===== src/rtl/seq_div_unit_pkg.sv =====
// seq_div_unit_pkg
// Shared definitions for the sequential unsigned divider:
//   - default datapath and iteration-counter widths
//   - FSM state encoding
//   - quotient value reported on divide-by-zero
//   - cla4(): 4-bit carry-lookahead adder block, the building unit of the
//     trial subtractor
package seq_div_unit_pkg;

    localparam int WIDTH_DEF = 16;
    localparam int CNT_W_DEF = 5;

    typedef enum logic [1:0] {
        S_IDLE = 2'b00,
        S_RUN  = 2'b01,
        S_FIN  = 2'b10
    } state_t;

    // All-ones quotient returned when the divisor is zero.
    localparam logic [WIDTH_DEF-1:0] DBZ_QUOT = {WIDTH_DEF{1'b1}};

    // 4-bit lookahead adder: returns {carry_out, sum[3:0]}.
    // Every carry is formed directly from generate/propagate terms and the
    // block carry-in, so no carry ripples through the block.
    function automatic logic [4:0] cla4(input logic [3:0] a,
                                        input logic [3:0] b,
                                        input logic       cin);
        logic [3:0] g;
        logic [3:0] p;
        logic       c1;
        logic       c2;
        logic       c3;
        logic       c4;
        g  = a & b;
        p  = a ^ b;
        c1 = g[0] | (p[0] & cin);
        c2 = g[1] | (p[1] & g[0]) | (p[1] & p[0] & cin);
        c3 = g[2] | (p[2] & g[1]) | (p[2] & p[1] & g[0])
                  | (p[2] & p[1] & p[0] & cin);
        c4 = g[3] | (p[3] & g[2]) | (p[3] & p[2] & g[1])
                  | (p[3] & p[2] & p[1] & g[0])
                  | (p[3] & p[2] & p[1] & p[0] & cin);
        return {c4, p ^ {c3, c2, c1, cin}};
    endfunction

endpackage


===== src/rtl/seq_div_unit_if.sv =====
// seq_div_unit_if
// Request/result bundle between the execute stage and the divider.
//   start     : request pulse (master -> divider)
//   dividend  : numerator   (master -> divider)
//   divisor   : denominator (master -> divider)
//   busy      : divider iterating (divider -> master)
//   done      : one-cycle result-valid pulse (divider -> master)
//   quotient  : result, held until the next accepted start
//   remainder : result, held until the next accepted start
//   dbz       : divide-by-zero flag, valid with done and held with results
interface seq_div_unit_if
    import seq_div_unit_pkg::*;
#(
    parameter int WIDTH = WIDTH_DEF
) ();

    logic             start;
    logic [WIDTH-1:0] dividend;
    logic [WIDTH-1:0] divisor;
    logic             busy;
    logic             done;
    logic [WIDTH-1:0] quotient;
    logic [WIDTH-1:0] remainder;
    logic             dbz;

    modport master (
        output start, dividend, divisor,
        input  busy, done, quotient, remainder, dbz
    );

    modport slave (
        input  start, dividend, divisor,
        output busy, done, quotient, remainder, dbz
    );

endinterface


===== src/rtl/seq_div_unit_sub_cla17.sv =====
// sub_cla17
// (WIDTH+1)-bit subtractor diff = a - b, formed as a + ~b + 1.
// The low WIDTH bits use 4-bit lookahead blocks chained at group level;
// the top bit is a single carry stage that produces the final carry-out.
// Ports:
//   a_i      : minuend, WIDTH+1 bits
//   b_i      : subtrahend, WIDTH+1 bits
//   diff_o   : difference, WIDTH+1 bits
//   borrow_o : 1 when a_i < b_i (inverse of the adder carry-out)
// WIDTH must be a multiple of 4.
module sub_cla17
    import seq_div_unit_pkg::*;
#(
    parameter int WIDTH = WIDTH_DEF
) (
    input  logic [WIDTH:0] a_i,
    input  logic [WIDTH:0] b_i,
    output logic [WIDTH:0] diff_o,
    output logic           borrow_o
);

    localparam int NGRP = WIDTH / 4;

    logic [WIDTH:0] b_inv_s;
    logic [NGRP:0]  grp_c_s;
    logic           top_p_s;
    logic           cout_s;

    assign b_inv_s    = ~b_i;
    // Carry-in of 1 completes the two's-complement negation of b_i.
    assign grp_c_s[0] = 1'b1;

    genvar gi;
    generate
        for (gi = 0; gi < NGRP; gi++) begin : g_grp
            assign {grp_c_s[gi+1], diff_o[4*gi+3:4*gi]} =
                cla4(a_i[4*gi+3:4*gi], b_inv_s[4*gi+3:4*gi], grp_c_s[gi]);
        end
    endgenerate

    assign top_p_s       = a_i[WIDTH] ^ b_inv_s[WIDTH];
    assign diff_o[WIDTH] = top_p_s ^ grp_c_s[NGRP];
    assign cout_s        = (a_i[WIDTH] & b_inv_s[WIDTH]) | (top_p_s & grp_c_s[NGRP]);
    assign borrow_o      = ~cout_s;

endmodule


===== src/rtl/seq_div_unit.sv =====
// seq_div_unit
// Multi-cycle unsigned restoring divider, one quotient bit per cycle.
// A nonzero-divisor request takes WIDTH iterations (busy) followed by a
// one-cycle done pulse; a zero divisor skips straight to done with
// quotient = all ones, remainder = dividend and dbz = 1.
// Ports:
//   clk    : system clock, rising edge
//   rst_n  : asynchronous active-low reset
//   div_if : slave side of seq_div_unit_if (start/operands in, results out)
// All outputs come straight from registers.
// CNT_W must satisfy 2**CNT_W > WIDTH.
module seq_div_unit
    import seq_div_unit_pkg::*;
#(
    parameter int WIDTH = WIDTH_DEF,
    parameter int CNT_W = CNT_W_DEF
) (
    input  logic           clk,
    input  logic           rst_n,
    seq_div_unit_if.slave  div_if
);

    state_t           state_q, state_d;
    logic [WIDTH-1:0] r_q, r_d;          // partial remainder
    logic [WIDTH-1:0] q_q, q_d;          // dividend shifting out / quotient shifting in
    logic [WIDTH-1:0] d_q, d_d;          // captured divisor
    logic [CNT_W-1:0] cnt_q, cnt_d;
    logic             busy_q, busy_d;
    logic             done_q, done_d;
    logic             dbz_q, dbz_d;
    logic [WIDTH-1:0] quot_q, quot_d;
    logic [WIDTH-1:0] rem_q, rem_d;

    logic [WIDTH:0]   r_sh_s;
    logic [WIDTH-1:0] q_sh_s;
    logic [WIDTH:0]   trial_s;
    logic             borrow_s;
    logic             take_s;

    // Shift {R,Q} left by one: the MSB of Q becomes the new LSB of R.
    assign r_sh_s = {r_q, q_q[WIDTH-1]};
    assign q_sh_s = {q_q[WIDTH-2:0], 1'b0};

    sub_cla17 #(
        .WIDTH (WIDTH)
    ) u_sub (
        .a_i      (r_sh_s),
        .b_i      ({1'b0, d_q}),
        .diff_o   (trial_s),
        .borrow_o (borrow_s)
    );

    // Since R < D before the shift, R_shifted < 2*D, so a non-negative trial
    // always fits in WIDTH bits: the carry-out and the trial MSB agree.
    assign take_s = ~borrow_s & ~trial_s[WIDTH];

    // Next-state, datapath and output-register logic.
    always_comb begin
        state_d = state_q;
        r_d     = r_q;
        q_d     = q_q;
        d_d     = d_q;
        cnt_d   = cnt_q;
        busy_d  = busy_q;
        done_d  = 1'b0;
        dbz_d   = dbz_q;
        quot_d  = quot_q;
        rem_d   = rem_q;

        case (state_q)
            S_IDLE: begin
                if (div_if.start) begin
                    if (div_if.divisor != {WIDTH{1'b0}}) begin
                        state_d = S_RUN;
                        d_d     = div_if.divisor;
                        r_d     = {WIDTH{1'b0}};
                        q_d     = div_if.dividend;
                        cnt_d   = CNT_W'(WIDTH);
                        busy_d  = 1'b1;
                        dbz_d   = 1'b0;
                    end else begin
                        state_d = S_FIN;
                        done_d  = 1'b1;
                        dbz_d   = 1'b1;
                        quot_d  = DBZ_QUOT[WIDTH-1:0];
                        rem_d   = div_if.dividend;
                    end
                end else begin
                    state_d = S_IDLE;
                end
            end

            S_RUN: begin
                if (take_s) begin
                    r_d = trial_s[WIDTH-1:0];
                    q_d = q_sh_s | {{(WIDTH-1){1'b0}}, 1'b1};
                end else begin
                    r_d = r_sh_s[WIDTH-1:0];
                    q_d = q_sh_s;
                end
                cnt_d = cnt_q - {{(CNT_W-1){1'b0}}, 1'b1};
                // Last iteration: publish the results so they appear with done.
                if (cnt_q == {{(CNT_W-1){1'b0}}, 1'b1}) begin
                    state_d = S_FIN;
                    busy_d  = 1'b0;
                    done_d  = 1'b1;
                    quot_d  = q_d;
                    rem_d   = r_d;
                end else begin
                    state_d = S_RUN;
                end
            end

            S_FIN: begin
                // Start requests in this cycle are dropped, not queued.
                state_d = S_IDLE;
            end

            default: begin
                state_d = S_IDLE;
                busy_d  = 1'b0;
            end
        endcase
    end

    // State and datapath registers; reset clears every output immediately.
    always_ff @(posedge clk or negedge rst_n) begin
        if (!rst_n) begin
            state_q <= S_IDLE;
            r_q     <= {WIDTH{1'b0}};
            q_q     <= {WIDTH{1'b0}};
            d_q     <= {WIDTH{1'b0}};
            cnt_q   <= {CNT_W{1'b0}};
            busy_q  <= 1'b0;
            done_q  <= 1'b0;
            dbz_q   <= 1'b0;
            quot_q  <= {WIDTH{1'b0}};
            rem_q   <= {WIDTH{1'b0}};
        end else begin
            state_q <= state_d;
            r_q     <= r_d;
            q_q     <= q_d;
            d_q     <= d_d;
            cnt_q   <= cnt_d;
            busy_q  <= busy_d;
            done_q  <= done_d;
            dbz_q   <= dbz_d;
            quot_q  <= quot_d;
            rem_q   <= rem_d;
        end
    end

    assign div_if.busy      = busy_q;
    assign div_if.done      = done_q;
    assign div_if.dbz       = dbz_q;
    assign div_if.quotient  = quot_q;
    assign div_if.remainder = rem_q;

endmodule

===== src/flat_wrapper.sv =====
// flat-port wrapper written by rule: the top's interface ports become plain ports
module seq_div_unit_flat import seq_div_unit_pkg::*;
#(
    parameter int WIDTH = WIDTH_DEF,
    parameter int CNT_W = CNT_W_DEF
)
  (clk, rst_n, div_if_start, div_if_dividend, div_if_divisor, div_if_busy, div_if_done, div_if_quotient, div_if_remainder, div_if_dbz);
  seq_div_unit_if #(.WIDTH(WIDTH)) div_if_i ();
  input  logic clk;
  input  logic rst_n;
  input wire logic [$bits(div_if_i.start)-1:0] div_if_start;
  input wire logic [$bits(div_if_i.dividend)-1:0] div_if_dividend;
  input wire logic [$bits(div_if_i.divisor)-1:0] div_if_divisor;
  output wire logic [$bits(div_if_i.busy)-1:0] div_if_busy;
  output wire logic [$bits(div_if_i.done)-1:0] div_if_done;
  output wire logic [$bits(div_if_i.quotient)-1:0] div_if_quotient;
  output wire logic [$bits(div_if_i.remainder)-1:0] div_if_remainder;
  output wire logic [$bits(div_if_i.dbz)-1:0] div_if_dbz;
  assign div_if_i.start = div_if_start;
  assign div_if_i.dividend = div_if_dividend;
  assign div_if_i.divisor = div_if_divisor;
  assign div_if_busy = div_if_i.busy;
  assign div_if_done = div_if_i.done;
  assign div_if_quotient = div_if_i.quotient;
  assign div_if_remainder = div_if_i.remainder;
  assign div_if_dbz = div_if_i.dbz;
  seq_div_unit #(.WIDTH(WIDTH), .CNT_W(CNT_W)) u_core (.clk(clk), .rst_n(rst_n), .div_if(div_if_i));
endmodule

===== config.mk =====
export PLATFORM = sky130hd
export DESIGN_NAME = seq_div_unit_flat
export DESIGN_NICKNAME = d
export VERILOG_FILES = /design/src/rtl/seq_div_unit_pkg.sv /design/src/rtl/seq_div_unit_if.sv /design/src/rtl/seq_div_unit_sub_cla17.sv /design/src/rtl/seq_div_unit.sv /design/src/flat_wrapper.sv
export SDC_FILE = /design/constraint.sdc
export NUM_CORES = 1
export LEC_CHECK = 0
export BUFFER_PORTS_ARGS = -buffer_cell sky130_fd_sc_hd__buf_4
export CAP_MARGIN = 10
export CORE_UTILIZATION = 40
export CTS_BUF_LIST = sky130_fd_sc_hd__clkbuf_4
export DETAILED_ROUTE_END_ITERATION = 8
export GPL_TIMING_DRIVEN = 0
export SLEW_MARGIN = 20
export SYNTH_ARGS = -nofsm -noshare
export SYNTH_HDL_FRONTEND = slang
export SYNTH_HIERARCHICAL = 1
export SYNTH_SLANG_ARGS = --single-unit
export TNS_END_PERCENT = 1

===== constraint.sdc =====
create_clock -name clk -period 4.2 [get_ports clk]
set_input_delay 0.63 -clock clk [delete_from_list [all_inputs] [get_ports clk]]
set_output_delay 0.63 -clock clk [all_outputs]
set_load 0.02 [all_outputs]

[After elaboration in Yosys (flattened, before gate mapping)]
Index checks and enable logic that the tools add are counted.
Operators by class
  add/subtract/negate cells: 1
  equal/unequal tests: 7
  muxes and demuxes: 31
  bitwise logic cells: 121
  reductions and logical operators: 8
Operators by type and width (count)
  $mux 16: 11
  $pmux 16 s2: 4
  $and 1x1->1: 63
  $or 1x1->1: 41
  $xor 4x4->4: 8
  $not 16->17: 1
  $and 4x4->4: 4
  $reduce_bool 16->1: 1
  $mux 5: 2
  $pmux 5 s2: 1
  $reduce_and 4->1: 2
  $mux 1: 7
  $mux 2: 3
  $reduce_and 3->1: 2
  $eq 5x1->1 const B: 1
  $sub 5x1->5 const B: 1
  $ne 2x1->1 const B: 2
  $ne 2x2->1 const B: 2
  $pmux 2 s2: 1
  $pmux 1 s3: 1
  $eq 2x1->1 const B: 1
  $eq 2x2->1 const B: 1
  $logic_not 2->1: 1
  $not 1->1: 2
  4 further kinds: 5
Word-level totals
  bits in registers: 90
  input port bits: 35

[Longest topological paths before layout]
  word-level depth: 19
  gate-level depth with buffers: 15

[Hierarchy]
Netlist, hierarchy kept.
By module, submodules not included
  seq_div_unit: instances 1, cells each 338, area an instance 4043.9 um^2
  sub_cla17: instances 1, cells each 98, area an instance 779.5 um^2

[Worst setup path after synthesis]
OpenSTA, ideal clock, no wires.
  kind: reg2reg
  start point: register u_core.r_q[1]
  end point: register u_core.rem_q[14] (netlist: u_core/div_if.remainder[14])
  setup time: 0.128 ns
  arrival time: 3.443 ns
  data required time: 4.072 ns
  slack: 0.630 ns
  cell stages (with the launch flop): 15
  period minus slack after synthesis: 3.570 ns
  cell sequence: dfrtp_1 > ha_1 > o211ai_2 > a21boi_2 > a41o_4 > a31oi_4 > a31oi_4 > a21oi_1 > fa_1 > inv_1 > nor2_2 > buf_2 > mux2i_1 > o21ai_0 > mux2_1
Between the ends
  cells in the longest elaborated chain, start to end: 18
  elaborated cells on any way between the ends: 29
  those cells by class: 3 x mux; 26 x bitwise
RTL lines
  from (decl): line seq_div_unit.sv:24  | logic [WIDTH-1:0] r_q, r_d;
  from (signal assigned): line seq_div_unit.sv:130  | r_q <= {WIDTH{1'b0}};
  from (signal assigned): line seq_div_unit.sv:141  | r_q <= r_d;
  $and 4x4->4 or $xor 4x4->4 (tied branches): line seq_div_unit_pkg.sv:34, seq_div_unit_pkg.sv:35
  $and 1x1->1, on equally long branches: line seq_div_unit_pkg.sv:40, seq_div_unit_pkg.sv:41, seq_div_unit_pkg.sv:42
  $or 1x1->1, or another cell as far along: line seq_div_unit_pkg.sv:40  | c4 = g[3] | (p[3] & g[2]) | (p[3] & p[2] & g[1])
  $or 1x1->1 or $and 1x1->1 (tied branches): line seq_div_unit_pkg.sv:40, seq_div_unit_pkg.sv:41
  $or 1x1->1: line seq_div_unit_pkg.sv:41  | | (p[3] & p[2] & p[1] & g[0])
  $or 1x1->1 *: line seq_div_unit_pkg.sv:42  | | (p[3] & p[2] & p[1] & p[0] & cin);
  $and 1x1->1 *: line seq_div_unit_pkg.sv:42
  $or 1x1->1 *: line seq_div_unit_pkg.sv:42
  [... 3 more ...]
  $or 1x1->1 *: line seq_div_unit_pkg.sv:42
  $xor 1x1->1 *: line seq_div_unit_sub_cla17.sv:42  | assign diff_o[WIDTH] = top_p_s ^ grp_c_s[NGRP];
  named net u_core.trial_s[16]: line seq_div_unit.sv:36  | logic [WIDTH:0] trial_s;
  $not 1->1 *: line seq_div_unit.sv:55  | assign take_s = ~borrow_s & ~trial_s[WIDTH];
  $and 1x1->1 *: line seq_div_unit.sv:55
  $mux 16 *: line seq_div_unit.sv:94  | if (take_s) begin
  $mux 16 *: line seq_div_unit.sv:103  | if (cnt_q == {{(CNT_W-1){1'b0}}, 1'b1}) begin
  $pmux 16 s2 *: line seq_div_unit.sv:70  | case (state_q)
  to (signal assigned): line seq_div_unit.sv:138  | rem_q <= {WIDTH{1'b0}};
  to (signal assigned): line seq_div_unit.sv:149  | rem_q <= rem_d;
  to (decl): line seq_div_unit.sv:32  | logic [WIDTH-1:0] rem_q, rem_d;
The timed path passes the listed nets; every way through them passes the cells marked *. The select of a mux whose other input is x is not followed.
A chain may end at the register's enable or synchronous reset.

[Final worst setup path]
  start point: register u_core.q_q[15]
  end point: register u_core.rem_q[8] (netlist: u_core/div_if.remainder[8])
Between the ends
  cells in the longest elaborated chain, start to end: 16
  elaborated cells on any way between the ends: 21
  those cells by class: 3 x mux; 18 x bitwise
RTL lines
  from (decl): line seq_div_unit.sv:25  | logic [WIDTH-1:0] q_q, q_d;
  from (signal assigned): line seq_div_unit.sv:131  | q_q <= {WIDTH{1'b0}};
  from (signal assigned): line seq_div_unit.sv:142  | q_q <= q_d;
  $and 4x4->4: line seq_div_unit_pkg.sv:34  | g = a & b;
  $and 1x1->1: line seq_div_unit_pkg.sv:41
  $or 1x1->1: line seq_div_unit_pkg.sv:41
  $or 1x1->1 *: line seq_div_unit_pkg.sv:42
  $and 1x1->1 *: line seq_div_unit_pkg.sv:42
  $or 1x1->1 *: line seq_div_unit_pkg.sv:42
  $and 1x1->1 *: line seq_div_unit_pkg.sv:42
  $or 1x1->1 *: line seq_div_unit_pkg.sv:42
  $and 1x1->1 *: line seq_div_unit_pkg.sv:42
  $or 1x1->1 *: line seq_div_unit_pkg.sv:42
  $xor 1x1->1 *: line seq_div_unit_sub_cla17.sv:42
  named net u_core.trial_s[16]: line seq_div_unit.sv:36
  $not 1->1 *: line seq_div_unit.sv:55
  $and 1x1->1 *: line seq_div_unit.sv:55
  $mux 16 *: line seq_div_unit.sv:94
  $mux 16 *: line seq_div_unit.sv:103
  $pmux 16 s2 *: line seq_div_unit.sv:70
Marked as above.

==> flow_summary.html <==
<table>
<tr><th>Metric</th><th>Value</th></tr>
<tr><th colspan="2">Routing</th></tr>
<tr><td>Via total after detailed routing</td><td>3301</td></tr>
<tr><td>Detailed-route wire length per cell</td><td>15.5 µm</td></tr>
<tr><td>Number of vias per cell after detailed routing</td><td>4.97</td></tr>
<tr><td>Detailed-router iteration count before antenna repair</td><td>6</td></tr>
<tr><td>Drt drc</td><td>7</td></tr>
<tr><td>Remaining antenna violation count after routing</td><td>0</td></tr>
<tr><td>Post-Route WL</td><td>10300 µm</td></tr>
<tr><td>Number of DRC violations after detailed-routing iteration 0</td><td>112</td></tr>
<tr><th colspan="2">Global route</th></tr>
<tr><td>Global routing usage summed across all routing layers</td><td>17.8%</td></tr>
<tr><td>Number of global-route vias before repair</td><td>3487</td></tr>
<tr><td>Largest net degree at the start of global routing</td><td>90</td></tr>
<tr><td>First-pass GRT wire length</td><td>about 17000 µm</td></tr>
<tr><td>Antenna violations before repair</td><td>0</td></tr>
<tr><td>Final global-route overflow total</td><td>0</td></tr>
<tr><th colspan="2">Synthesis</th></tr>
<tr><td>Number of storage elements in the synthesis netlist</td><td>89</td></tr>
<tr><td>Post-synth EDFFs</td><td>0</td></tr>
<tr><td>Cell area after technology mapping</td><td>approximately 4800 µm²</td></tr>
<tr><td>Register area share after synthesis</td><td>roughly 46%</td></tr>
<tr><td>Yosys top cell area share</td><td>46.2%</td></tr>
<tr><td>Number of instances in the synthesized netlist</td><td>436</td></tr>
<tr><td>Synth Area per Inst</td><td>11.1 µm²</td></tr>
<tr><td>Yosys warning total</td><td>6</td></tr>
<tr><td>Synth Net Count</td><td>494</td></tr>
<tr><td>Most instantiated flip-flop cell in the synthesis netlist</td><td>dfrtp_1</td></tr>
<tr><td>Most frequent cell after synthesis</td><td>dfrtp_1</td></tr>
<tr><td>Ys async rst share</td><td>100%</td></tr>
<tr><td>Synth area leaders</td><td>dfrtp_1 46%, mux2_2 9.1%, mux2i_1 6.4%</td></tr>
<tr><td>Synth unique cells</td><td>45</td></tr>
<tr><td>Most frequent cells after synthesis</td><td>89 x dfrtp_1, 55 x nand2_1, 47 x inv_1</td></tr>
<tr><td>Cell accounting for the most synthesized area</td><td>dfrtp_1</td></tr>
<tr><th colspan="2">Timing</th></tr>
<tr><td>Setup clock skew after layout</td><td>approximately 0.019 ns</td></tr>
<tr><td>Total negative slack for setup checks</td><td>0 ns</td></tr>
<tr><td>Transition time of the tightest slew-check pin</td><td>0.802 ns</td></tr>
<tr><td>Worst relative slew slack</td><td>46.6%</td></tr>
<tr><td>Setup violation total in the final timing report</td><td>0</td></tr>
<tr><td>Setup slack of the critical path after layout</td><td>0.234 ns</td></tr>
<tr><td>Smallest hold slack</td><td>0.234 ns</td></tr>
<tr><td>Setup repair after global routing missed its margin</td><td>no</td></tr>
<tr><td>Minimum clock period</td><td>3.97 ns</td></tr>
<tr><td>Share of the clock period used by the worst path after layout</td><td>94.4%</td></tr>
<tr><td>Final Max Slew Viols</td><td>0</td></tr>
<tr><td>Maximum achievable frequency</td><td>0.252 GHz</td></tr>
<tr><td>Count of final hold-check violations</td><td>0</td></tr>
<tr><th colspan="2">Critical path</th></tr>
<tr><td>Arrival time at the worst endpoint</td><td>4.31 ns</td></tr>
<tr><td>Launching element type of the critical path</td><td>flop</td></tr>
<tr><td>Type of the worst setup path</td><td>reg2reg</td></tr>
<tr><td>Crit path max-delay cell type</td><td>fa_1</td></tr>
<tr><td>Stage delay of the slowest cell on the critical path</td><td>0.49 ns</td></tr>
<tr><td>Endpoint kind of the worst setup timing path</td><td>flop</td></tr>
<tr><td>Critical path cell sequence</td><td>inv_1 &gt; ha_1 &gt; o211ai_2 &gt; a21boi_2 &gt; a41o_4 &gt; a31oi_4 &gt; a31oi_4 &gt; a21oi_1 &gt; fa_1 &gt; inv_1 &gt; nor2_4 &gt; clkbuf_4 &gt; mux2i_1 &gt; o21ai_0 &gt; mux2_2</td></tr>
<tr><td>CP required</td><td>between 4 and 5 ns</td></tr>
<tr><td>Crit Path Max Fanout</td><td>10</td></tr>
<tr><th colspan="2">Outcome</th></tr>
<tr><td>Violations in the final reports</td><td>DRC</td></tr>
<tr><td>Outcome</td><td>finished, violations left</td></tr>
<tr><th colspan="2">Clock network</th></tr>
<tr><td>Number of clock sinks seen by CTS</td><td>89</td></tr>
<tr><td>CTS tree</td><td>yes</td></tr>
<tr><td>Root Buffer</td><td>clkbuf_4</td></tr>
<tr><td>Clock latency of the later-clocked register in the worst-skew pair</td><td>0.44 ns</td></tr>
<tr><td>Number of buffers added for setup after CTS</td><td>0</td></tr>
<tr><td>Clock transition at path regs</td><td>approximately 0.15 ns</td></tr>
<tr><td>Max Root-Sink Buffers</td><td>2</td></tr>
<tr><td># hold bufs at CTS</td><td>0</td></tr>
<tr><td>Total CTS buffers</td><td>9</td></tr>
<tr><td>CTS HTree Levels</td><td>3</td></tr>
<tr><th colspan="2">Placed design</th></tr>
<tr><td>Detail Placement HPWL</td><td>7770 µm</td></tr>
<tr><td>Count of buffers inserted at the top-level ports</td><td>69</td></tr>
<tr><td>Cell total after placement</td><td>648</td></tr>
<tr><td>Routability congestion estimate from global placement</td><td>0.765</td></tr>
<tr><td>DP Area</td><td>5520 µm²</td></tr>
<tr><td>Setup WS pre-CTS</td><td>a little over 0.04 ns</td></tr>
<tr><th colspan="2">Cells and area</th></tr>
<tr><td>FF+latch area</td><td>2230 µm²</td></tr>
<tr><td>Multi-input gate area in the final layout</td><td>2300 µm²</td></tr>
<tr><td>Number of fillers in the final layout</td><td>1083</td></tr>
<tr><td>Share of layout cells above drive strength 1</td><td>between 20% and 30%</td></tr>
<tr><td>Utilization of the core after routing</td><td>49.2%</td></tr>
<tr><td>Final Instance Area</td><td>roughly 5700 µm²</td></tr>
<tr><td>Diode insertion count for antenna repair</td><td>0</td></tr>
<tr><td>Non-filler instance count after layout</td><td>664</td></tr>
<tr><td>Post-layout net count</td><td>574</td></tr>
<tr><td>Area Growth Syn to Fin</td><td>18.1%</td></tr>
<tr><th colspan="2">Worst hold path</th></tr>
<tr><td>Type of the tightest min-delay check</td><td>in2async</td></tr>
<tr><th colspan="2">Die</th></tr>
<tr><td>Number of primary I/O pins</td><td>70</td></tr>
<tr><td>Placeable core region</td><td>approximately 12000 µm²</td></tr>
<tr><td>Die Height</td><td>112 µm</td></tr>
<tr><td>Die X-Extent</td><td>between 100 and 150 µm</td></tr>
<tr><td>Effective utilization at floorplan</td><td>41.7%</td></tr>
<tr><td>Die area</td><td>12500 µm²</td></tr>
<tr><td>Number of cell rows</td><td>39</td></tr>
<tr><th colspan="2">Pwr</th></tr>
<tr><td>P_leak</td><td>2.72 nW</td></tr>
<tr><td>Worst IR Drop VDD</td><td>0.000279 V</td></tr>
<tr><td>Post-layout total power</td><td>~4.4 mW</td></tr>
<tr><td>Pwr Density</td><td>766 nW/µm²</td></tr>
<tr><th colspan="2">Flow run</th></tr>
<tr><td>Max capacitance violation total</td><td>0</td></tr>
</table>
[registers in the layout (all words and copies together) (netlist names)]
register                 flops
u_core/cnt_q                 5
u_core/d_q                  16
u_core/div_if.busy           1
u_core/div_if.dbz            1
u_core/div_if.done           1
u_core/div_if.quotient      16
u_core/div_if.remainder     16
u_core/q_q                  16
u_core/r_q                  16
u_core/state_q               1
[worst max-delay path, delay by kind of cell (launching register included)]
family,cells,cell delay [ns]
multiplexers,2,0.64
flip-flops,1,0.43
AND/OR/NAND/NOR,1,0.29
adder cells (fa/ha/maj),2,0.83
AO/OA/AOI/OAI,7,1.21
buffers and inverters,3,0.47
[final timing paths]
kind | from | to | slack [ns] | cells after the start
worst min register to register | u_core/div_if.remainder[11] | u_core/div_if.remainder[11] | 0.51 | 1
worst min-delay path | rst_n | u_core/div_if.remainder[4] | 0.23 | 1
max in group asynchronous | rst_n | u_core/r_q[7] | 3.42 | 1
worst max-delay path | u_core/q_q[15] | u_core/div_if.remainder[8] | 0.23 | 15
worst max register to register | u_core/q_q[15] | u_core/div_if.remainder[8] | 0.23 | 15
min in group clk | div_if_divisor[12] | u_core/d_q[12] | 0.42 | 2
[power by group]
group          internal (mW)  total, mW  switching (mW)
clock                  0.254      0.545           0.290
sequential              1.23       1.49           0.259
combinational           1.07       2.33            1.26
[final cells by class]
type | instances | share of cell area [%]
Clock inverter | 5 | 1.41
Sequential cell | 89 | 39.1
Inverter | 47 | 3.10
Tap cell | 143 | 3.14
Buffer | 19 | 2.18
Timing Repair Buffer | 69 | 9.16
Multi-Input combinational cell | 281 | 40.5
Clock buffer | 11 | 1.45
[routing by layer]
metal / global-route usage, % / part of all wire, %
met4: 6.76 / 1.6
met1: 23.9 / 49
met3: 2.72 / 2.6
met5: 0 / 0
met2: 29.0 / 46
[cells in the final DEF, fill, tap and decap left out, types with 11 or more instances in the layout]
cell type   n
buf_4      70
clkbuf_4   12
dfrtp_1    89
ha_1       19
inv_1      47
mux2_1     11
mux2_2     39
mux2i_1    31
nand2_1    55
nor2_1     27
o21ai_0    17
o2bb2ai_1  17
[what timing repair did]
action	CTS	global route
endpoints found under the setup margin	0	9
hold endpoints to repair	0	0
gates resized for setup	0	2
[kinds of logic (layout without fill, tap and decap cells)]
logic type / count (synthesis) / after routing / share of synthesized area, %
simple gates: 101 / 101 / 9.52
compound gates: 63 / 63 / 11.2
buf+inv: 66 / 151 / 6.17
other cells: 1 / 1 / 0.0777
mux: 81 / 81 / 18.1
fa+ha+maj: 23 / 23 / 6.59
flops: 89 / 89 / 46.2
xor+xnor: 12 / 12 / 2.18
Note: power is estimated with default switching activity, not from simulation.
